--- src/rtl/multicycle_ctrl.sv ---
// Multi-cycle RV32I control FSM: FETCH -> DECODE -> EXEC -> MEM -> WB, with a TRAP state.
// Owns the instruction register, drives the datapath selects, and traps when a memory wait times out.
module multicycle_ctrl #(
    parameter int MEM_TIMEOUT = 15,
    parameter int TMO_W       = 4
) (
    input  logic        CLK,
    input  logic        RESET,
    output logic        IMEM_REQ,
    input  logic        IMEM_VALID,
    input  logic [31:0] IMEM_RDATA,
    output logic        DMEM_REQ,
    output logic        DMEM_WE,
    input  logic        DMEM_ACK,
    input  logic        BR_TAKEN,
    output logic [31:0] IR,
    output logic [2:0]  IMM_TYPE,
    output logic [1:0]  ALU_SRC_A,
    output logic        ALU_SRC_B,
    output logic        RF_WE,
    output logic [1:0]  WB_SEL,
    output logic        PC_EN,
    output logic [1:0]  PC_SEL,
    output logic        INSTRET,
    output logic        ILLEGAL
);
    typedef enum logic [2:0] {
        S_FETCH, S_DECODE, S_EXEC, S_MEM, S_WB, S_TRAP
    } state_e;

    localparam logic [4:0] OPC_LOAD     = 5'b00000;
    localparam logic [4:0] OPC_MISC_MEM = 5'b00011;
    localparam logic [4:0] OPC_OP_IMM   = 5'b00100;
    localparam logic [4:0] OPC_AUIPC    = 5'b00101;
    localparam logic [4:0] OPC_STORE    = 5'b01000;
    localparam logic [4:0] OPC_OP       = 5'b01100;
    localparam logic [4:0] OPC_LUI      = 5'b01101;
    localparam logic [4:0] OPC_BRANCH   = 5'b11000;
    localparam logic [4:0] OPC_JALR     = 5'b11001;
    localparam logic [4:0] OPC_JAL      = 5'b11011;
    localparam logic [4:0] OPC_SYSTEM   = 5'b11100;

    state_e             state_q, state_d;
    logic [31:0]        ir_q, ir_d;
    logic [TMO_W-1:0]   tmo_q, tmo_d;

    logic [4:0] opcode;
    logic       legal;
    logic       tmo_hit;
    logic [2:0] imm_type;
    logic [1:0] alu_src_a;
    logic       alu_src_b;
    logic       imem_req, dmem_req, dmem_we, rf_we, pc_en, instret, illegal;
    logic [1:0] wb_sel, pc_sel;

    always_ff @(posedge CLK) begin
        if (RESET) begin
            state_q <= S_FETCH;
            ir_q    <= 32'h0000_0013;
            tmo_q   <= '0;
        end else begin
            state_q <= state_d;
            ir_q    <= ir_d;
            tmo_q   <= tmo_d;
        end
    end

    // Decode of the held instruction; valid in every state.
    always_comb begin
        opcode    = ir_q[6:2];
        imm_type  = 3'd0;
        alu_src_a = 2'd0;
        alu_src_b = 1'b1;
        legal     = 1'b0;
        case (opcode)
            OPC_OP:       begin imm_type = 3'd0; alu_src_b = 1'b0; legal = 1'b1; end
            OPC_OP_IMM,
            OPC_LOAD,
            OPC_JALR:     begin imm_type = 3'd1; legal = 1'b1; end
            OPC_STORE:    begin imm_type = 3'd2; legal = 1'b1; end
            OPC_BRANCH:   begin imm_type = 3'd3; alu_src_b = 1'b0; legal = 1'b1; end
            OPC_LUI:      begin imm_type = 3'd4; alu_src_a = 2'd2; legal = 1'b1; end
            OPC_AUIPC:    begin imm_type = 3'd4; alu_src_a = 2'd1; legal = 1'b1; end
            OPC_JAL:      begin imm_type = 3'd5; legal = 1'b1; end
            OPC_SYSTEM:   imm_type = 3'd6;
            OPC_MISC_MEM: legal = 1'b1;
            default:      imm_type = 3'd0;
        endcase
        if (ir_q[1:0] != 2'b11) legal = 1'b0;
    end

    // The last permitted wait cycle; a VALID/ACK seen in this cycle still wins.
    assign tmo_hit = (tmo_q == TMO_W'(MEM_TIMEOUT - 1));

    // tmo_d defaults to zero, so the counter is clear on every entry to FETCH or MEM.
    always_comb begin
        state_d  = state_q;
        ir_d     = ir_q;
        tmo_d    = '0;
        imem_req = 1'b0;
        dmem_req = 1'b0;
        dmem_we  = 1'b0;
        rf_we    = 1'b0;
        wb_sel   = 2'd0;
        pc_en    = 1'b0;
        pc_sel   = 2'd0;
        instret  = 1'b0;
        illegal  = 1'b0;
        case (state_q)
            S_FETCH: begin
                imem_req = 1'b1;
                if (IMEM_VALID) begin
                    ir_d    = IMEM_RDATA;
                    state_d = S_DECODE;
                end else if (tmo_hit) begin
                    state_d = S_TRAP;
                end else begin
                    tmo_d = tmo_q + 1'b1;
                end
            end
            S_DECODE: state_d = legal ? S_EXEC : S_TRAP;
            S_EXEC: begin
                if (opcode == OPC_LOAD || opcode == OPC_STORE) begin
                    state_d = S_MEM;
                end else if (opcode == OPC_BRANCH) begin
                    pc_en   = 1'b1;
                    pc_sel  = {1'b0, BR_TAKEN};
                    instret = 1'b1;
                    state_d = S_FETCH;
                end else if (opcode == OPC_MISC_MEM) begin
                    pc_en   = 1'b1;
                    instret = 1'b1;
                    state_d = S_FETCH;
                end else begin
                    state_d = S_WB;
                end
            end
            S_MEM: begin
                dmem_req = 1'b1;
                dmem_we  = (opcode == OPC_STORE);
                if (DMEM_ACK) begin
                    if (opcode == OPC_STORE) begin
                        pc_en   = 1'b1;
                        instret = 1'b1;
                        state_d = S_FETCH;
                    end else begin
                        state_d = S_WB;
                    end
                end else if (tmo_hit) begin
                    state_d = S_TRAP;
                end else begin
                    tmo_d = tmo_q + 1'b1;
                end
            end
            S_WB: begin
                rf_we   = 1'b1;
                pc_en   = 1'b1;
                instret = 1'b1;
                wb_sel  = (opcode == OPC_LOAD) ? 2'd1 :
                          (opcode == OPC_JAL || opcode == OPC_JALR) ? 2'd2 : 2'd0;
                pc_sel  = (opcode == OPC_JAL) ? 2'd1 : (opcode == OPC_JALR) ? 2'd2 : 2'd0;
                state_d = S_FETCH;
            end
            S_TRAP: begin
                illegal = 1'b1;
                pc_en   = 1'b1;
                pc_sel  = 2'd3;
                state_d = S_FETCH;
            end
            default: state_d = S_FETCH;
        endcase
    end

    // Reset masks every output in the same cycle so outstanding requests drop at once.
    assign IMEM_REQ  = imem_req & ~RESET;
    assign DMEM_REQ  = dmem_req & ~RESET;
    assign DMEM_WE   = dmem_we & ~RESET;
    assign RF_WE     = rf_we & ~RESET;
    assign PC_EN     = pc_en & ~RESET;
    assign INSTRET   = instret & ~RESET;
    assign ILLEGAL   = illegal & ~RESET;
    assign ALU_SRC_B = alu_src_b & ~RESET;
    assign WB_SEL    = RESET ? 2'd0 : wb_sel;
    assign PC_SEL    = RESET ? 2'd0 : pc_sel;
    assign ALU_SRC_A = RESET ? 2'd0 : alu_src_a;
    assign IMM_TYPE  = RESET ? 3'd0 : imm_type;
    assign IR        = RESET ? 32'd0 : ir_q;
endmodule

--- config.mk ---
export PLATFORM = sky130hd
export DESIGN_NAME = multicycle_ctrl
export DESIGN_NICKNAME = d
export VERILOG_FILES = /design/src/rtl/multicycle_ctrl.sv
export SDC_FILE = /design/constraint.sdc
export NUM_CORES = 1
export LEC_CHECK = 0
export ABC_CLOCK_PERIOD_IN_PS = 1500
export CAP_MARGIN = 20
export CORE_UTILIZATION = 39
export DETAILED_ROUTE_END_ITERATION = 10
export HOLD_SLACK_MARGIN = 0.03
export PLACE_DENSITY = 0.79
export SYNTH_ARGS = -nofsm -noshare
export SYNTH_HDL_FRONTEND = slang
export SYNTH_SLANG_ARGS = --single-unit
--- constraint.sdc ---
create_clock -name CLK -period 1.5 [get_ports CLK]
set_input_delay 0.45 -clock CLK [delete_from_list [all_inputs] [get_ports CLK]]
set_output_delay 0.45 -clock CLK [all_outputs]
set_load 0.05 [all_outputs]
# == Word level (Yosys, flattened, before mapping) ==
# Index checks and enable logic that the tools add are counted.
# op_classes
eq_ne,17
n_bitwise,9
n_reduce_logical,10
add_sub_neg,1
muxes,43
# ops
op,n
$mux W32,1
$mux W3,9
$eq A5 B5 Y1 const B,4
$pmux W3 S6,1
$mux W2,8
$eq A5 B4 Y1 const B,3
$mux W1,15
$mux W4,3
$pmux W3 S4,1
$eq A5 B3 Y1 const B,2
$reduce_or A10 Y1,1
$and A1 B1 Y1,8
$pmux W4 S2,1
$eq A3 B2 Y1 const B,2
$eq A3 B3 Y1 const B,2
$pmux W1 S3,2
$pmux W2 S3,1
$reduce_or A2 Y1,3
$eq A5 B2 Y1 const B,1
$logic_not A5 Y1,1
$add A4 B1 Y4 const B,1
$eq A4 B4 Y1 const B,1
$pmux W2 S2,1
$eq A3 B1 Y1 const B,1
other kinds (6),7
# totals
ff_bits,39
elab_cells,83
inputBits,37
output_inout_bits,49

# == Depth between registers and ports, before layout ==
# logic_depth
word_depth,6
ltp_mapped,6
depth_no_buf,6

# == Worst setup path after synthesis ==
# OpenSTA, ideal clock, no wires.
# synth_timing
path_kind,input port to output port
from,input RESET
to,output ALU_SRC_A[0]
setup_slack_ns,-1.946
arrival_time_ns,2.996
path_stages,3
path_cell_list,clkbuf_1 -> nor2_1 -> nor4b_1
# synth_via
elab_chain_cells,1
# synth_lines
element,line_no,source
from (decl),8,"input logic RESET,"
$mux W2,185,assign ALU_SRC_A = RESET ? 2'd0 : alu_src_a;
to (decl),18,"output logic [1:0] ALU_SRC_A,"
# Every way passes these cells.

# == Worst setup path after layout ==
# layout_timing
from,register ir_q[6]
to,output WB_SEL[0]
# layout_via
elab_chain_cells,4
# layout_lines
element,line_no,source
from (decl),44,"logic [31:0] ir_q, ir_d;"
from (signal assigned),63,ir_q <= ir_d;
$logic_not A5 Y1,159,wb_sel = (opcode == OPC_LOAD) ? 2'd1 :
$mux W2,159,
$mux W2,109,case (state_q)
$mux W2,183,assign WB_SEL = RESET ? 2'd0 : wb_sel;
to (decl),21,"output logic [1:0] WB_SEL,"
# Every way passes these cells.

==> key figures <==
Setup path
  • CP Data Required Time: 1.05 ns
  • Crit. End Element: output pin
  • Worst setup SP type: flip-flop
  • Crit path max fanout: 4
  • Crit path DAT: 1.71 ns
  • Critical path type: flip-flop to output pin

Power
  • Clock network power share: 13.5%
  • Peak supply drop: 0.000875 V
  • Static Leak: 1.99 nW
  • Share of total power in combinational logic: 61.5%
  • PD cells: between 1000 and 1500 nW/µm²
  • Sw power: 2.54 mW
  • Register share of total power: 25.0%
  • Sw frac: between 40% and 50%
  • Internal Pwr Total: 3.33 mW

Clock network
  • CTS Buf Count: 5
  • Root buf cell: clkbuf_8
  • Clock transition at the registers of the reported paths: 0.09 ns
  • CTS tree: done
  • Longest Clk Path Bufs: 2
  • Clock sink count: 39
  • H-tree depth: 2
  • Clk_lat worst skew: 0.30 ns

STA
  • Final number of setup-violating endpoints: 64
  • Pins over their slew limit: 0
  • Headroom to the max-slew limit: 70.5%
  • Setup tns final: -14.67 ns
  • Final Hold Viols: 0
  • Fin crit share: 144%
  • Clock skew: 0.0104 ns
  • Min Tclk post-route: about 2.2 ns
  • RSZ-0062 raised after global routing: true
  • Max Fclk: 463 MHz
  • Measured slew at the worst slew-check pin: roughly 0.44 ns
  • Final worst setup slack: -0.659 ns

Run status
  • Status: finished, violations left
  • Failing checks: negative setup slack

Yosys
  • Cell Area, Synth: roughly 2100 µm²
  • Sequential share of the synthesized area: ~38%
  • Post-synthesis async set-or-reset flop share: 0%
  • Top FF cell, synth: dfxtp_1
  • Netlist cell types: 46
  • Synth Area per Inst: 7.45 µm²
  • Syn_nets: 318
  • Number of synthesized flops with an enable pin: 0
  • Synthesized instance count: 279
  • YS warnings: 0
  • Number of synthesized register bits: 39

Drt
  • WL per Instance: 24.5 µm
  • Vias per cell: between 5 and 6
  • Routed Antenna Nets: 0
  • Iteration-0 DRC Markers: 366
  • Routed vias: 3091
  • Final WL: approximately 13000 µm
  • DRT Pass-1 Iters: 5
  • DRC viols: 0

Flow run
  • Total of max-cap violations: 0

Placed design
  • GP Congestion: about 0.86
  • I/O Buffers: 85
  • Dpl hpwl: 4800 µm
  • Pre-CTS setup slack: -0.702 ns

Die
  • Die Ht: 75 µm
  • Row count: 26
  • Die Width: 75 µm
  • Die Area: roughly 5600 µm²
  • IO Count: 86
  • Core area: 5110 µm²
  • Starting Density: 40.7%

Finish
  • Layout cells sized above 1: 54.9%
  • Area delta synth->final: 135%
  • Number of diodes: 0
  • Nets: a little under 500

Global route
  • Gr ovfl total: 0
  • Gr usage total: about a third
  • Largest net degree at the start of global routing: 18
  • Antenna violations before repair: 0
  • Vias in the first global route: 2801
  • First-pass GRT wire length: 14300 µm

Min path
  • Hold WC Path Type: flip-flop to flip-flop
## logic make-up (layout without fill, tap and decap cells)
logic type | after synthesis | count (layout) | synth area share (%)
buffers and inverters | 27 | 196 | 6.20
multiplexers | 1 | 1 | 0.542
AND/OR/NAND/NOR | 154 | 154 | 38.4
AO/OA/AOI/OAI | 53 | 53 | 14.9
XOR/XNOR | 3 | 3 | 1.26
flip-flops | 39 | 39 | 37.6
adder cells (fa/ha/maj) | 2 | 2 | 1.20
## synthesized netlist by cell type, drive strengths merged, types with 2 or more instances
master,n,area [µm²]
a21oi,34,170
nor3,4,20.0
ha,2,25.0
a41oi,2,17.5
nor4b,2,17.5
nor2b,32,200
nand2,68,255
and4,2,17.5
inv,3,11.3
nor2,15,56.3
buf,11,68.8
nor3b,2,26.3
nand3,2,10.0
a31oi,3,18.8
nand4,2,12.5
and2,2,12.5
and3,4,25.0
a211o,2,17.5
o21ai,4,20.0
xor2,2,17.5
nand2b,7,43.8
nand3b,4,30.0
dfxtp,39,781
clkbuf,13,48.8
## repair_timing
action	CTS	global route
gates cloned	5	0
buffers inserted	22	25
endpoints found under the setup margin	83	82
resized for setup	101	42
hold buffers	0	0
pin swaps	16	20
## final timing paths
check / from / endpoint / slack [ns] / depth (start not counted)
min reg2reg: ir_q[9]$_SDFFE_PP0P_ / ir_q[9]$_SDFFE_PP0P_ / 0.46 / 2
max: ir_q[6]$_SDFFE_PP0P_ / WB_SEL[0] / -0.66 / 7
min: ir_q[9]$_SDFFE_PP0P_ / ir_q[9]$_SDFFE_PP0P_ / 0.46 / 2
max reg2reg: ir_q[6]$_SDFFE_PP0P_ / state_q[1]$_SDFF_PP0_ / -0.44 / 8
## state kept, by name, summed over array words and instances (netlist names)
register  count
tmo_q         4
ir_q         32
state_q       3
## worst max-delay path, cell delays in order (launching register included)
cell	delay, ns
dfxtp_4	0.36
buf_6	0.13
buf_6	0.11
buf_4	0.12
nor4_2	0.17
buf_4	0.17
and3b_2	0.20
buf_8	0.14
## metal layers
layer	global-route usage, %	vias to the layer above	wire (µm)
li1	-	1269	-
met1	38.8	1458	4520
met2	62.5	274	6260
met3	7.63	90	1100
met4	15.7	0	801
met5	0	-	0
## cell type report
cell class                 count  area (µm²)
clock buffer                   7        86.3
tap                           70        87.6
fill                         107         214
multi-input combinational    213        1740
clock inverter                 1        8.76
timing repair buffer         185        2140
sequential                    39         808
inverter                       3        21.3
## layout by cell type, fill, tap and decap left out, drive strengths merged, types with 2 or more instances in the layout
master / synthesis / routed
buf: 11 / 147
nand2: 68 / 68
dfxtp: 39 / 39
a21oi: 34 / 34
clkdlybuf4s50: 0 / 33
nor2b: 32 / 32
nor2: 15 / 15
clkbuf: 13 / 7
nand2b: 7 / 7
nor3: 4 / 4
nand3b: 4 / 4
and3: 4 / 4
o21ai: 4 / 4
bufbuf: 0 / 3
a31oi: 3 / 3
clkinv: 0 / 2
nor4b: 2 / 2
nor3b: 2 / 2
nand4: 2 / 2
nand3: 2 / 2
a41oi: 2 / 2
a211o: 2 / 2
ha: 2 / 2
dlygate4sd2: 0 / 2
inv: 3 / 2
and4: 2 / 2
xor2: 2 / 2
and2: 2 / 2
## power groups by stage
stage                     registers, mW  clock network [mW]  logic, mW
final                              1.47               0.789       3.61
after global routing               1.48               0.829       3.74
after CTS                          1.43               0.763       2.89
after detailed placement           1.44                   0       2.46
after global placement             1.42                   0       2.42
after floorplan                    1.35                   0       1.75
## metrics by stage
stage,power (mW),utilization (%),instances,hold WS (ns),instance area [µm²]
final,5.87,95.8,518,0.459,4890
after CTS,5.09,89.8,497,0.456,4590
after global routing,6.05,95.8,518,0.482,4890
after global placement,3.85,74.6,462,0.442,3810
after floorplan,3.10,-,279,0.430,2720
after detailed placement,3.90,74.6,462,0.450,3810
No activity file was read; power rests on OpenSTA's default activity.
==> variant (same settings) <==
Reset style: asynchronous (`RESET`), changed in one clocked block.
--- a/src/rtl/multicycle_ctrl.sv
+++ b/src/rtl/multicycle_ctrl.sv
@@ -55,3 +55,3 @@
 
-    always_ff @(posedge CLK) begin
+    always_ff @(posedge CLK or posedge RESET) begin
         if (RESET) begin
Function: same outputs for any inputs over 10 cycles, from zero or initial values and one cycle with RESET high; that may be too few to reach the edited logic, so the function may still have changed.
==> variant against the unedited design <==
The run now fails in global routing; synthesized cell count fell by 26%; synthesized area rose by 5.8%.
==> variant: results (changes against the unedited design) <==
metric	value	unit	change
outcome	did not finish		
Halt Stage	global routing		
Log Error	[ERROR GRT-0232] Routing congestion too high. Check the congestion heatmap in the GUI.		
clk sink count	39		unchanged
dominant cells by area after synthesis	dfrtp_1, mux2_1, nor2b_1		
synthesized net count	245		-23%
total CTS buffers	5		unchanged
CTS Buffer Depth	2		unchanged
root buffer cell	clkbuf_8		
Distinct cells, synth	42		-8.7%
Synth Area in Compound Gates	7.68	%	-7.2 points
DP Worst Slack	-888	ps	-187 ps
Worst End Pin Type	primary output		
total grt overflow	73		
htree depth	2		unchanged
port bufs	85		unchanged
adder-cell share of the synthesized area	1.14	%	-0.066 points
largest net degree at the start of global routing	22		
GP Congestion	0.869		+1.3%
DPL Wire Length	4810	microns	+0.15%
async set or reset register ratio after synthesis	100	%	+100 points
register area share after synthesis	44.6	%	+7.0 points
mux contribution to synthesized area	15.9	%	+15 points
Tot GR Track Use	73.4	%	
warnings from Yosys	0		unchanged
grt repair worst endpoint	PC_EN		
post-synthesis xor/xnor area fraction	1.20	%	-0.069 points
most frequent cells after synthesis	dfrtp_1, nor2b_1, mux2_1		
## variant: cell count changes after synthesis, moves of 7 or more
cell,before,now
nand2_1,68,5
dfxtp_1,39,0
dfrtp_1,0,36
mux2_1,0,31
a21oi_1,34,4
clkbuf_1,13,6
## variant: routing by layer
| layer | overflow | global-route usage, % |
|---|---|---|
| met5 | 0 | 0.909 |
| met2 | 43 | 92.6 |
| met3 | 0 | 53.8 |
| met1 | 0 | 73.3 |
| met4 | 30 | 79.2 |
## variant: what timing repair did
item                       in CTS
setup endpoints to repair      84
gates cloned                    8
pin swaps                      24
resized for setup             101
buffers inserted               29
## variant: stage by stage
stage	cells	TNS (ps)	cell area (sq um)	hold WS, ps	util (%)
2_1_floorplan	206	-9780	2880	442	-
3_3_place_gp	385	-25360	4090	470	77.6
3_5_place_dp	385	-25950	4090	478	77.6
4_1_cts	428	-25110	5020	318	95.3
## variant: cells by family after synthesis
logic type	count (synthesis)
AOI/OAI and AO/OA	23
buffers and inverters	21
DFF	39
adders and majority gates	2
muxes	31
and+or+nand+nor	87
xor gates and xnor gates	3
